**src/rtl/mem_arb_pkg.sv**
```systemverilog
// Shared types and defaults for the two-port memory arbiter.
package mem_arb_pkg;

    localparam int LATENCY_DEF = 4;   // memory access cycles per transaction
    localparam int WORD_DEF    = 16;  // address / data width
    localparam int CNT_W       = 4;   // latency counter width (LATENCY <= 15)

    typedef enum logic [1:0] {
        IDLE   = 2'd0,
        ACCESS = 2'd1,
        RESP   = 2'd2
    } state_t;

endpackage

```
**src/rtl/mem_arbiter_lat_counter.sv**
```systemverilog
// Down-counter that times the ACCESS phase: load on grant, count down
// while the memory access runs, flag zero on the last access cycle.
module mem_lat_counter
    import mem_arb_pkg::*;
(
    input  logic             clk,
    input  logic             reset,
    input  logic             i_load,
    input  logic [CNT_W-1:0] i_load_val,
    input  logic             i_dec,
    output logic             o_zero
);

    logic [CNT_W-1:0] r_cnt;

    // Load has priority; decrement saturates at zero.
    always_ff @(posedge clk) begin
        if (reset)
            r_cnt <= '0;
        else if (i_load)
            r_cnt <= i_load_val;
        else if (i_dec && (r_cnt != '0))
            r_cnt <= r_cnt - 1'b1;
    end

    assign o_zero = (r_cnt == '0);

endmodule

```
**src/rtl/mem_arbiter.sv**
```systemverilog
// Two-port (instruction / data) arbiter in front of a single fixed-latency
// memory. One transaction at a time: IDLE -> ACCESS (LATENCY cycles) -> RESP.
// Optional macro MEM_ARB_ROUND_ROBIN_EN: alternate grants on contention
// instead of fixed data-port priority.
module mem_arbiter
    import mem_arb_pkg::*;
#(
    parameter int LATENCY = LATENCY_DEF,
    parameter int WORD    = WORD_DEF
) (
    input  logic            clk,
    input  logic            reset,
    input  logic            i_req,
    input  logic [WORD-1:0] i_addr,
    output logic            i_ack,
    output logic [WORD-1:0] i_rdata,
    input  logic            d_req,
    input  logic            d_we,
    input  logic [WORD-1:0] d_addr,
    input  logic [WORD-1:0] d_wdata,
    output logic            d_ack,
    output logic [WORD-1:0] d_rdata,
    output logic            mem_req,
    output logic            mem_we,
    output logic [WORD-1:0] mem_addr,
    output logic [WORD-1:0] mem_wdata,
    input  logic [WORD-1:0] mem_rdata,
    output logic            busy,
    output logic            grant_d
);

    localparam logic [CNT_W-1:0] LOAD_VAL = CNT_W'(LATENCY - 1);

    state_t r_state;
    logic   w_any_req;
    logic   w_grant_d;
    logic   w_load;
    logic   w_zero;

    assign w_any_req = i_req | d_req;
    assign w_load    = (r_state == IDLE) && w_any_req;

`ifdef MEM_ARB_ROUND_ROBIN_EN
    logic r_last_d;

    // On contention, hand the grant to whichever port did not win last time.
    always_comb begin
        w_grant_d = d_req && (!i_req || !r_last_d);
    end

    // Remember the most recent winner; resets to the instruction port.
    always_ff @(posedge clk) begin
        if (reset)
            r_last_d <= 1'b0;
        else if (w_load)
            r_last_d <= w_grant_d;
    end
`else
    assign w_grant_d = d_req;
`endif

    mem_lat_counter u_cnt (
        .clk        (clk),
        .reset      (reset),
        .i_load     (w_load),
        .i_load_val (LOAD_VAL),
        .i_dec      (r_state == ACCESS),
        .o_zero     (w_zero)
    );

    // Arbitration FSM; every output is registered so the memory bus stays
    // stable for the whole ACCESS phase and acks are clean one-cycle pulses.
    always_ff @(posedge clk) begin
        if (reset) begin
            r_state   <= IDLE;
            i_ack     <= 1'b0;
            d_ack     <= 1'b0;
            i_rdata   <= '0;
            d_rdata   <= '0;
            mem_req   <= 1'b0;
            mem_we    <= 1'b0;
            mem_addr  <= '0;
            mem_wdata <= '0;
            busy      <= 1'b0;
            grant_d   <= 1'b0;
        end else begin
            i_ack <= 1'b0;
            d_ack <= 1'b0;
            case (r_state)
                IDLE: begin
                    if (w_any_req) begin
                        r_state   <= ACCESS;
                        busy      <= 1'b1;
                        mem_req   <= 1'b1;
                        grant_d   <= w_grant_d;
                        // Instruction fetches never write.
                        mem_we    <= w_grant_d & d_we;
                        mem_addr  <= w_grant_d ? d_addr : i_addr;
                        mem_wdata <= w_grant_d ? d_wdata : '0;
                    end
                end
                ACCESS: begin
                    if (w_zero) begin
                        r_state <= RESP;
                        mem_req <= 1'b0;
                        mem_we  <= 1'b0;
                        if (grant_d) begin
                            d_ack   <= 1'b1;
                            // Stores return zero rather than stale bus data.
                            d_rdata <= mem_we ? '0 : mem_rdata;
                        end else begin
                            i_ack   <= 1'b1;
                            i_rdata <= mem_rdata;
                        end
                    end
                end
                RESP: begin
                    r_state <= IDLE;
                    busy    <= 1'b0;
                end
                default: begin
                    r_state <= IDLE;
                    busy    <= 1'b0;
                end
            endcase
        end
    end

endmodule

```
**config.mk**
```make
export PLATFORM = sky130hd
export DESIGN_NAME = mem_arbiter
export DESIGN_NICKNAME = d
export VERILOG_FILES = /design/src/rtl/mem_arb_pkg.sv /design/src/rtl/mem_arbiter_lat_counter.sv /design/src/rtl/mem_arbiter.sv
export SDC_FILE = /design/constraint.sdc
export NUM_CORES = 1
export LEC_CHECK = 0
export ABC_AREA = 1
export CORE_MARGIN = 3
export CORE_UTILIZATION = 37
export CTS_CLUSTER_SIZE = 14
export DETAILED_ROUTE_END_ITERATION = 8
export PLACE_DENSITY = 0.8
export SYNTH_ARGS = -nofsm -noshare
export SYNTH_HDL_FRONTEND = slang
export SYNTH_SLANG_ARGS = --single-unit
```
**constraint.sdc**
```tcl
create_clock -name clk -period 1.3 [get_ports clk]
set_clock_uncertainty 0.05 [all_clocks]
set_input_delay 0.325 -clock clk [delete_from_list [all_inputs] [get_ports clk]]
set_output_delay 0.325 -clock clk [all_outputs]
set_load 0.03 [all_outputs]
```
==> flow_summary.yaml <==
clocking:
  hold_buffers: 0
  cts_tree: "built"
  clk_latency_ps: 340
  root_buffer: "clkbuf_8"
  htree_levels: 3
  clock_path_buffers: 2
  cts_buffers: 9
  numClockSinks: 76
  clk_pin_slew_ps: 80
yosys:
  syn_inst: 433
  ys_seq_area_frac: 0.493
  syn_nets: 503
  synth.area.top_cells: "dfxtp_1, nand2_1, nor2_1, o21ai_0, nand3_1"
  syn_avg_cell_area_um2: 7.13
  synth_cell_types: 23
  yosys.area.top_type: "dfxtp_1"
  synth_edf_count: 0
  synth-warning-count: 0
  netlist.area_leader.share: 0.493
  synthArstFlopShare: 0
  synthesis.area_um2: 3090
  synth-main-ff-cell: "dfxtp_1"
  ys_ff_latch: 76
outcome:
  outcome: "complete, but fails checks"
  violations: "setup timing"
run:
  max_cap_viol_count: 0
detailed_routing:
  viasPerCell: 4.71
  drtPass1Iterations: 4
  wl_per_cell_um: 13.3
  drc: 0
  routed_wl_mm: 9.27
  ant_nets: 0
  drtIter0Drc: 78
  num_vias: 3281
hold_path:
  min-delay-path-class: "reg2reg"
  hp-start: "mem_req$_SDFFE_PP0P_"
placement:
  hpwl_mm: 6.35
  io_buffers: 138
  gp_congestion: 0.838
  placed_area_um2: 4510
timing:
  hold_viol_final: 0
  layout_min_cycle_time_ps: 1430
  max_freq_mhz: 701
  grt_setup_unrepaired: "true"
  tightest_slew_ps: 514
  drv_slew: 0
  relSlewSlack: 0.657
  fin_crit_sh: 1.10
  fin_ws_ps: -126
  finalSetupViolations: 26
critical_path:
  critPathLaunchType: "flip-flop"
  path_class: "reg2reg"
  crit_path_max_incr_delay_ps: 340
  cp_common_cell: "nor2_1"
  cp_data_arrival_time_ps: 1610
  critPathCaptureType: "flip-flop"
  crit_chain: "inv_2 -> ha_4 -> buf_6 -> nand4_4 -> buf_12 -> clkinv_8 -> nor2_1 -> nor2_1"
  critical_path.max_fanout: 8
  crit_start: "u_cnt.r_cnt[0]$_SDFFE_PP0P_"
  crit_slowest_cell: "dfxtp_2"
  crit_required_ps: 1490
  r2r_start: "u_cnt.r_cnt[0]$_SDFFE_PP0P_"
global_routing:
  grt_overflow_total: 0
  grt_antenna_before_repair: 0
  grt_max_degree: 27
  grt_pass1_wl_mm: 14.7
  grt_usage: 0.186
  first_global_vias: 3162
pwr:
  p_leak_nw: 2.35
  powerDensity_nw_per_um2: 1350
  finalPower_mw: 6.83
  irDropWorstVdd_uv: 696
layout:
  final_cell_mix: "nand2_1, nor2_1, buf_4"
  fin_nets: 660
  antenna_cells: 0
  layout_commonest_cell: "nand2_1"
  final_cell_area_um2: 5060
  drive_above_1_share: 0.308
  area_growth_pct: 64.1
  final_util: 0.639
floorplanning:
  fp.dieH_um: 97.3
  die_w_um: 97.3
  core_um2: 7930
  num_rows: 32
  die_area_um2: 9470
  initial_core_util: 0.389
  boundaryPins: 139
repair_timing:
| action | CTS | global route |
|---|---|---|
| resized for setup | 34 | 66 |
| pin swaps | 1 | 11 |
| setup endpoints to repair | 50 | 66 |
| setup buffers | 8 | 1 |
| cloned | 3 | 3 |
| hold endpoints to repair | 0 | 0 |
critical path: cells and delay by family, from the launching register on:
kind / cells / cell delay (ps)
adder cells (fa/ha/maj): 1 / 170
buffers and inverters: 4 / 420
AND/OR/NAND/NOR: 3 / 330
flip-flops: 1 / 340
through the flow:
stage          hold WS [ps]  setup TNS, ps  std cells  setup slack [ps]
2_1_floorplan           424              0        433              15.6
3_3_place_gp            400         -14830        671              -361
3_5_place_dp            417         -16990        671              -395
4_1_cts                 431          -1080        697             -59.5
5_1_grt                 449          -4320        697              -169
6_report                429          -1390        697              -126
report_power, final:
group	total [mW]	switching, mW	internal, mW
combinational	2.32	1.32	0.995
clock	1.76	0.873	0.888
sequential	2.75	0.165	2.59
layer usage:
| layer | vias up | wire (µm) | GRT usage |
|---|---|---|---|
| met4 | 0 | 196 | 0.0447 |
| li1 | 1664 | - | - |
| met3 | 15 | 697 | 0.0488 |
| met5 | - | 0 | 0 |
| met1 | 1473 | 3830 | 0.224 |
| met2 | 129 | 4550 | 0.332 |
layout make-up:
class,instances,area [µm²]
Clock buffer,10,128
Clock inverter,6,62.6
Fill cell,666,2860
Inverter,28,123
Multi-Input combinational cell,306,1500
Sequential cell,76,1530
Tap cell,102,128
Timing Repair Buffer,168,1570
Timing Repair inverter,1,16.3
state kept, by name, summed over array words and instances (netlist names):
signal,count
busy,1
d_ack,1
d_rdata,16
grant_d,1
i_ack,1
i_rdata,16
mem_addr,16
mem_req,1
mem_wdata,16
mem_we,1
r_state,2
u_cnt.r_cnt,4
cell families (layout without fill, tap and decap cells):
group	after synthesis	after routing	synth area share
and+or+nand+nor	246	246	0.326
DFF	76	76	0.493
AOI/OAI and AO/OA	59	59	0.0969
buffers and inverters	51	213	0.0795
adders and majority gates	1	1	0.00405
synthesized netlist by cell type, types with 2 or more instances:
cell type / number
clkbuf_1: 5
inv_1: 24
buf_4: 2
nor2_4: 2
nor2_1: 101
a21oi_1: 9
buf_6: 4
nand3_1: 21
nand2_1: 116
o21ai_0: 47
dfxtp_1: 76
nand3b_1: 2
o21ai_1: 2
buf_2: 11
inv_2: 3
path summary, 6_finish.rpt:
check	slack, ps	cells after the start	to
worst max-delay path	-130	8	i_rdata[9]$_SDFFE_PP0P_
worst min-delay path	430	2	mem_req$_SDFFE_PP0P_
worst max register to register	-130	8	i_rdata[9]$_SDFFE_PP0P_
worst min register to register	430	2	mem_req$_SDFFE_PP0P_
(Power assumes the default switching activity.)
